**src/rtl/imm_encoder_if.sv**
```systemverilog
// Handshake bundle for imm_encoder: input word channel and encoded output channel.
interface imm_encoder_if #(
    parameter int unsigned ADDR_W = 12
);
    logic              in_valid;
    logic              in_ready;
    logic [1:0]        immsrc;
    logic [31:0]       imm;
    logic [31:0]       base;
    logic              out_valid;
    logic              out_ready;
    logic [31:0]       out_instr;
    logic [ADDR_W-1:0] out_addr;
    logic              out_err;

    // Producer of input words / consumer of encoded words.
    modport master (
        output in_valid, immsrc, imm, base, out_ready,
        input  in_ready, out_valid, out_instr, out_addr, out_err
    );

    // The encoder itself.
    modport slave (
        input  in_valid, immsrc, imm, base, out_ready,
        output in_ready, out_valid, out_instr, out_addr, out_err
    );
endinterface

```
**src/rtl/imm_encoder.sv**
```systemverilog
// Two-stage immediate encoder: packs a signed immediate into the I/S/B/J field
// layout of a base instruction, flags out-of-range values and tags each output
// word with a running byte address.
module imm_encoder #(
    parameter int unsigned ADDR_W    = 12,
    parameter int unsigned BASE_ADDR = 0
) (
    input  logic         clk,
    input  logic         reset,
    imm_encoder_if.slave bus,
    output logic [15:0]  word_count,
    output logic [15:0]  err_count
);

    localparam logic [ADDR_W-1:0] BaseAddr = ADDR_W'(BASE_ADDR);

    logic [31:0]       mask;
    logic [31:0]       field;
    logic              imm_err;
    logic [31:0]       packed_word;

    logic              s1_valid;
    logic [31:0]       s1_instr;
    logic              s1_err;
    logic              s2_valid;
    logic [31:0]       s2_instr;
    logic              s2_err;
    logic [ADDR_W-1:0] addr;
    logic [15:0]       words;
    logic [15:0]       errs;

    logic              s2_load;
    logic              s1_load;
    logic              out_fire;

    assign s2_load  = !s2_valid || bus.out_ready;
    assign s1_load  = !s1_valid || s2_load;
    assign out_fire = s2_valid && bus.out_ready;

    // Select the immediate field layout and range rule for the format code.
    always_comb begin
        mask    = '0;
        field   = '0;
        imm_err = 1'b0;
        unique case (bus.immsrc)
            2'b00: begin
                mask    = 32'hFFF0_0000;
                field   = {bus.imm[11:0], 20'b0};
                imm_err = !((&bus.imm[31:11]) || !(|bus.imm[31:11]));
            end
            2'b01: begin
                mask    = 32'hFE00_0F80;
                field   = {bus.imm[11:5], 13'b0, bus.imm[4:0], 7'b0};
                imm_err = !((&bus.imm[31:11]) || !(|bus.imm[31:11]));
            end
            2'b10: begin
                mask    = 32'hFE00_0F80;
                field   = {bus.imm[12], bus.imm[10:5], 13'b0, bus.imm[4:1], bus.imm[11], 7'b0};
                imm_err = !((&bus.imm[31:12]) || !(|bus.imm[31:12])) || bus.imm[0];
            end
            2'b11: begin
                mask    = 32'hFFFF_F000;
                field   = {bus.imm[20], bus.imm[10:1], bus.imm[11], bus.imm[19:12], 12'b0};
                imm_err = !((&bus.imm[31:20]) || !(|bus.imm[31:20])) || bus.imm[0];
            end
        endcase
        packed_word = (bus.base & ~mask) | field;
    end

    // Pipeline stages, output address and handshake counters.
    always_ff @(posedge clk) begin
        if (reset) begin
            s1_valid <= 1'b0;
            s1_instr <= '0;
            s1_err   <= 1'b0;
            s2_valid <= 1'b0;
            s2_instr <= '0;
            s2_err   <= 1'b0;
            addr     <= BaseAddr;
            words    <= '0;
            errs     <= '0;
        end else begin
            if (s2_load) begin
                s2_valid <= s1_valid;
                // Keep the last word's data when a bubble moves in.
                if (s1_valid) begin
                    s2_instr <= s1_instr;
                    s2_err   <= s1_err;
                end
            end
            if (s1_load) begin
                s1_valid <= bus.in_valid;
                if (bus.in_valid) begin
                    s1_instr <= packed_word;
                    s1_err   <= imm_err;
                end
            end
            if (out_fire) begin
                addr  <= addr + ADDR_W'(4);
                words <= words + 16'd1;
                if (s2_err) begin
                    errs <= errs + 16'd1;
                end
            end
        end
    end

    assign bus.in_ready  = s1_load;
    assign bus.out_valid = s2_valid;
    assign bus.out_instr = s2_instr;
    assign bus.out_err   = s2_err;
    assign bus.out_addr  = addr;
    assign word_count    = words;
    assign err_count     = errs;

endmodule

```
**src/flat_wrapper.sv**
```systemverilog
// flat-port wrapper written by rule: the top's interface ports become plain ports
module imm_encoder_flat 
#(
    parameter int unsigned ADDR_W    = 12,
    parameter int unsigned BASE_ADDR = 0
)
  (clk, reset, word_count, err_count, bus_in_valid, bus_immsrc, bus_imm, bus_base, bus_out_ready, bus_in_ready, bus_out_valid, bus_out_instr, bus_out_addr, bus_out_err);
  imm_encoder_if #(.ADDR_W(ADDR_W)) bus_i ();
  input  logic clk;
  input  logic reset;
  output logic [15:0] word_count;
  output logic [15:0] err_count;
  input wire logic [$bits(bus_i.in_valid)-1:0] bus_in_valid;
  input wire logic [$bits(bus_i.immsrc)-1:0] bus_immsrc;
  input wire logic [$bits(bus_i.imm)-1:0] bus_imm;
  input wire logic [$bits(bus_i.base)-1:0] bus_base;
  input wire logic [$bits(bus_i.out_ready)-1:0] bus_out_ready;
  output wire logic [$bits(bus_i.in_ready)-1:0] bus_in_ready;
  output wire logic [$bits(bus_i.out_valid)-1:0] bus_out_valid;
  output wire logic [$bits(bus_i.out_instr)-1:0] bus_out_instr;
  output wire logic [$bits(bus_i.out_addr)-1:0] bus_out_addr;
  output wire logic [$bits(bus_i.out_err)-1:0] bus_out_err;
  assign bus_i.in_valid = bus_in_valid;
  assign bus_i.immsrc = bus_immsrc;
  assign bus_i.imm = bus_imm;
  assign bus_i.base = bus_base;
  assign bus_i.out_ready = bus_out_ready;
  assign bus_in_ready = bus_i.in_ready;
  assign bus_out_valid = bus_i.out_valid;
  assign bus_out_instr = bus_i.out_instr;
  assign bus_out_addr = bus_i.out_addr;
  assign bus_out_err = bus_i.out_err;
  imm_encoder #(.ADDR_W(ADDR_W), .BASE_ADDR(BASE_ADDR)) u_core (.clk(clk), .reset(reset), .bus(bus_i), .word_count(word_count), .err_count(err_count));
endmodule
```
**config.mk**
```make
export PLATFORM = sky130hd
export DESIGN_NAME = imm_encoder_flat
export DESIGN_NICKNAME = d
export VERILOG_FILES = /design/src/rtl/imm_encoder_if.sv /design/src/rtl/imm_encoder.sv /design/src/flat_wrapper.sv
export SDC_FILE = /design/constraint.sdc
export NUM_CORES = 1
export LEC_CHECK = 0
export CORE_MARGIN = 4
export CORE_UTILIZATION = 26
export DETAILED_ROUTE_END_ITERATION = 8
export PLACE_DENSITY = 0.49
export SLEW_MARGIN = 20
export SYNTH_ARGS = -nofsm -noshare
export SYNTH_HDL_FRONTEND = slang
export SYNTH_SLANG_ARGS = --single-unit
```
**constraint.sdc**
```tcl
create_clock -name clk -period 2.3 [get_ports clk]
set_clock_uncertainty 0.15 [all_clocks]
set_input_delay 0.46 -clock clk [delete_from_list [all_inputs] [get_ports clk]]
set_output_delay 0.46 -clock clk [all_outputs]
set_load 0.01 [all_outputs]
```
# After elaboration in Yosys (flattened, before gate mapping)
# Cells that the tools add are included.
totals:
  ff_bits: 112
  latchBits: 0
  ram_bits: 0
  rom_bits: 0
  in_bits: 70
  wordCells: 49
  memories: 0
op_classes:
  add_sub_neg: 3
  n_mul: 0
  div_mod_pow: 0
  magnitude_cmp: 0
  eq_ne: 3
  shift: 0
  mux: 3
  bitwise_logic: 3
  reduce_logical: 28
ops:
  columns: ["op", "n"]
  rows:
  - ["32-bit case mux with 4 select lines", 1]
  - ["32-bit case mux with 3 select lines", 1]
  - ["16-bit by 1-bit adder with 16-bit output, second input constant", 2]
  - ["32-bit bitwise AND", 1]
  - ["32-bit inverter", 1]
  - ["32-bit OR", 1]
  - ["21-bit AND reduction", 1]
  - ["21-bit OR reduction", 1]
  - ["20-bit AND reduction", 1]
  - ["20-bit OR reduction", 1]
  - ["12-bit by 3-bit adder with 12-bit output, second input constant", 1]
  - ["12-bit AND reduction", 1]
  - ["12-bit OR reduction", 1]
  - ["1-bit logical NOT", 8]
  - ["1-bit logical OR", 7]
  - ["2-bit AND reduction", 3]
  - ["2-bit == test, second input constant", 2]
  - ["2-bit OR reduction", 2]
  - ["1-bit case mux with 3 select lines", 1]
  - ["2-bit by 1-bit == test with 1-bit output, second input constant", 1]
  - ["2-bit logical NOT", 1]
  - ["1-bit logical AND", 1]

# Longest topological paths before layout
logic_depth:
  word_depth: 6
  depth_mapped: 7
  ltp_nobuf: 7

# Least setup slack after synthesis
# Ideal clock, no wire load.
synth_path:
  path_type: "input port to flip-flop"
  from: "in bus_immsrc[0]"
  to: "reg u_core.s1_err"
  setup_ns: 0.127
  arrival_time_ns: 1.579
  slack_ns: 0.444
  stages: 7
  n_path_buf: 0
  path_cell_list: "inv_1 > ha_1 > or3b_2 > nor3_1 > a32oi_1 > o2111ai_1 > nand3_1"
synth_between:
  elab_chain_cells: 3
  word_cells_on_any_way: 6
  cone_classes: "eq/ne: 3; mux: 1; reduce/logical: 2"
synth_lines:
  columns: ["item", "line_no", "source"]
  rows:
  - ["from (decl)", "flat_wrapper.sv:14", "input wire logic [$bits(bus_i.immsrc)-1:0] bus_immsrc;"]
  - ["2-bit by 1-bit == test with 1-bit output or 2-bit logical NOT (tied branches)", "imm_encoder.sv:45", "unique case (bus.immsrc)"]
  - ["2-bit OR reduction (no source line)", null, null]
  - ["1-bit case mux with 3 select lines (*)", "imm_encoder.sv:45", null]
  - ["to (signal assigned)", "imm_encoder.sv:95", "s1_err <= imm_err;"]
  - ["to (decl)", "imm_encoder.sv:24", "logic s1_err;"]
# Mark *: on every way between the ends. The rest lies on a longest branch, timed or not.
# A chain may end at the register's enable or synchronous reset.

# Final worst setup path
layout_path:
  from: "in bus_out_ready"
  to: "out bus_in_ready"
layout_between:
  elab_chain_cells: 2
layout_lines:
  columns: ["item", "line_no", "source"]
  rows:
  - ["from (decl)", "flat_wrapper.sv:17", "input wire logic [$bits(bus_i.out_ready)-1:0] bus_out_ready;"]
  - ["1-bit logical OR", "imm_encoder.sv:36", "assign s2_load = !s2_valid || bus.out_ready;"]
  - ["1-bit logical OR", "imm_encoder.sv:37", "assign s1_load = !s1_valid || s2_load;"]
  - ["to (decl)", "flat_wrapper.sv:18", "output wire logic [$bits(bus_i.in_ready)-1:0] bus_in_ready;"]
# No other way between the ends.

==> out/qor.yml <==
outcome: "complete, no violations"
die_w_um: 140
mostFrequentLayoutCells: "138 x clkdlybuf4s50_1, 112 x nand2_1, 110 x dfxtp_1, 64 x nor2_1, 54 x a21oi_1"
postLayoutCellArea_mm2: 0.00660
hold_class: "reg2reg"
max_stage_delay_ns: 0.58
portBuffers: 139
crit_buf_inv: 2
synthToLayoutAreaGrowth_pct: 44.9
path_clk_slew_ns: 0.07
antenna_found_initial: 1
timing.critical_path.required_ns: 1.69
p_sw_share_pct: 24.0
maxCapViolations: 0
ys_seq_elements: 110
final_util_pct: 38.3
drc: 0
drt-initial-drc-count: 118
synth_cell_types: 43
vias: 4288
wl_per_cell_um: 14.2
cts_max_path_buffers: 2
pwr-share-seq_pct: 52.2
synth-edff-count: 0
post_cts_buffers: 0
critPathTopFamily: "buffers and inverters"
syn_area_mm2: 0.00455
cts_buffers: 9
dr.pass1.iters: 4
initial_core_util_pct: 26.4
power.switching_uw: 921
clk_latency_ns: 0.34
grt_pass1_vias: 4164
clockPowerShare_pct: 36.4
clock-sinks: 110
drtAntennaViolNets: 0
h-tree-depth: 3
rows: 48
fill_cells: 1728
postSynth.asyncResetShare_pct: 0
fmax_mhz: 442
yosysSeqAreaShare_pct: 48.4
die-area_mm2: 0.0197
ys.warnings.count: 0
die_y_um: 140
place.gp.congestion: 0.814
finalCritPeriodShare_pct: 98.3
avgSynthCellArea_um2: 8.39
worst_path_most_repeated_cell: "clkdlybuf4s50_1"
grt_max_degree: 52
routed_via_density: 4.67
peakVddDrop_uv: 374
p_leak_nw: 2.35
cp.arrival_ns: 1.65
internal-power_mw: 2.92
startpoint_type: "input port"
end_kind: "output pin"
power.density_mw_per_mm2: 583
layoutNonFillerInstCount: 918
cp_slowest_cell: "clkdlybuf4s50_1"
nets: 768
cp_max_fo: 2
finalCriticalPeriod_ns: 2.26
grt_use_total_pct: 13.0
cts_root_buf: "clkbuf_16"
dp_slack_ns: -0.225
timing.final.max_slew_violations: 0
cts_tree: "built"
p_total_mw: 3.84
place_area_mm2: 0.00634
core-area_mm2: 0.0172
drive_above_1_share_pct: 7.50
dp.cells: 904
diodes: 0
hold_viol: 0
grt_pass1_wl_mm: 20.8
setup_viol: 0
setup_ws_ns: 0.0384
path_class: "in2out"
place_hpwl_mm: 9.77
rsz0062_at_grt: "no"
drt-total-wl_mm: 13.0
final_common_cell: "clkdlybuf4s50_1"
synth_cells: 543
combPwrFrac_pct: 11.4
ys.flop_type: "dfxtp_1"
cp_cell_sequence: "clkdlybuf4s50_1, nand3b_1, clkdlybuf4s50_1"
io_pins: 149
grt_overflow_total: 0
layer usage:
metal	GRT usage, %	share of wire, %	vias to the layer above
li1	-	-	2141
met1	16.0	45	1993
met2	21.4	45	140
met3	4.85	8.0	12
met4	3.37	1.3	2
met5	0	0.092	-
through the flow:
step           setup TNS, ns  hold slack (ns)
5_1_grt                    0            0.321
4_1_cts                    0            0.306
3_3_place_gp          -0.933            0.291
3_5_place_dp           -1.31            0.296
2_1_floorplan              0            0.279
6_report                   0            0.305
worst paths after layout:
path	from	slack, ns	endpoint	depth (start not counted)
setup / recovery	bus_out_ready	0.04	bus_in_ready	3
hold / removal	u_core.s1_instr[29]	0.30	u_core.bus.out_instr[29]	2
setup reg to reg	u_core.bus.out_valid	0.59	u_core.s1_instr[6]	7
hold reg to reg	u_core.s1_instr[29]	0.30	u_core.bus.out_instr[29]	2
repair_timing:
action | 4_1_cts | 5_1_grt
hold buffers | 0 | 0
endpoints found under the setup margin | 0 | 1
resized for setup | 0 | 1
hold endpoints to repair | 0 | 0
layout make-up:
class	instances	area, um2	share of cell area, %
clock buffer	11	233	3.53
clock inverter	3	21.3	0.322
inverter	9	33.8	0.512
multi-input combinational	394	2180	33.1
sequential	110	2200	33.4
tap	225	282	4.27
timing repair buffer	166	1640	24.9
sequential cells by signal (all words and copies together), names as in the netlist:
signal and count:
u_core.s1_instr 32, u_core.bus.out_valid 1, u_core.s1_err 1, u_core.bus.out_addr 10, u_core.bus.out_err 1, u_core.bus.out_instr 32
u_core.err_count 16, u_core.s1_valid 1, u_core.word_count 16
power groups by stage:
stage	clock network [mW]	registers [mW]	logic, mW
2_1_floorplan	0	2.05	0.185
3_3_place_gp	0	2.05	0.437
3_5_place_dp	0	2.05	0.441
4_1_cts	1.46	2.01	0.443
5_1_grt	1.55	2.01	0.478
6_report	1.40	2.01	0.437
cells in the mapped netlist (2+ instances only):
master,count,area [um2]
or3_1,5,31.3
nor4_1,3,18.8
nand2_1,112,420
nor2b_1,3,18.8
inv_1,9,33.8
nor2_1,64,240
ha_1,8,100
buf_2,15,75.1
nand3b_1,2,15.0
and4_1,5,43.8
or4_1,2,15.0
clkbuf_1,13,48.8
nand3_1,8,40.0
and2_1,2,12.5
xor2_1,20,175
and3_1,9,56.3
dfxtp_1,110,2200
buf_4,2,15.0
nand4_1,11,68.8
a22oi_1,3,22.5
o21ai_0,8,40.0
and4_4,2,22.5
a221oi_1,17,149
nor3_1,24,120
a211oi_1,2,15.0
a21oi_1,54,270
xnor2_1,14,123
worst reg2reg max path: cells and delay by family, from the launching register on:
kind	cells	cell delay, ns
buffers and inverters	3	0.54
DFF	1	0.46
and+or+nand+nor	3	0.34
AOI/OAI and AO/OA	1	0.14
cell families after synthesis:
family / Yosys count / share of synthesized area [%]
multiplexers: 1 / 0.220
AND/OR/NAND/NOR: 261 / 26.9
flip-flops: 110 / 48.4
AO/OA/AOI/OAI: 88 / 11.8
XOR/XNOR: 34 / 6.54
buffers and inverters: 40 / 3.87
adder cells (fa/ha/maj): 8 / 2.20
other: 1 / 0.0824
Power figures use the tool's default switching activity.
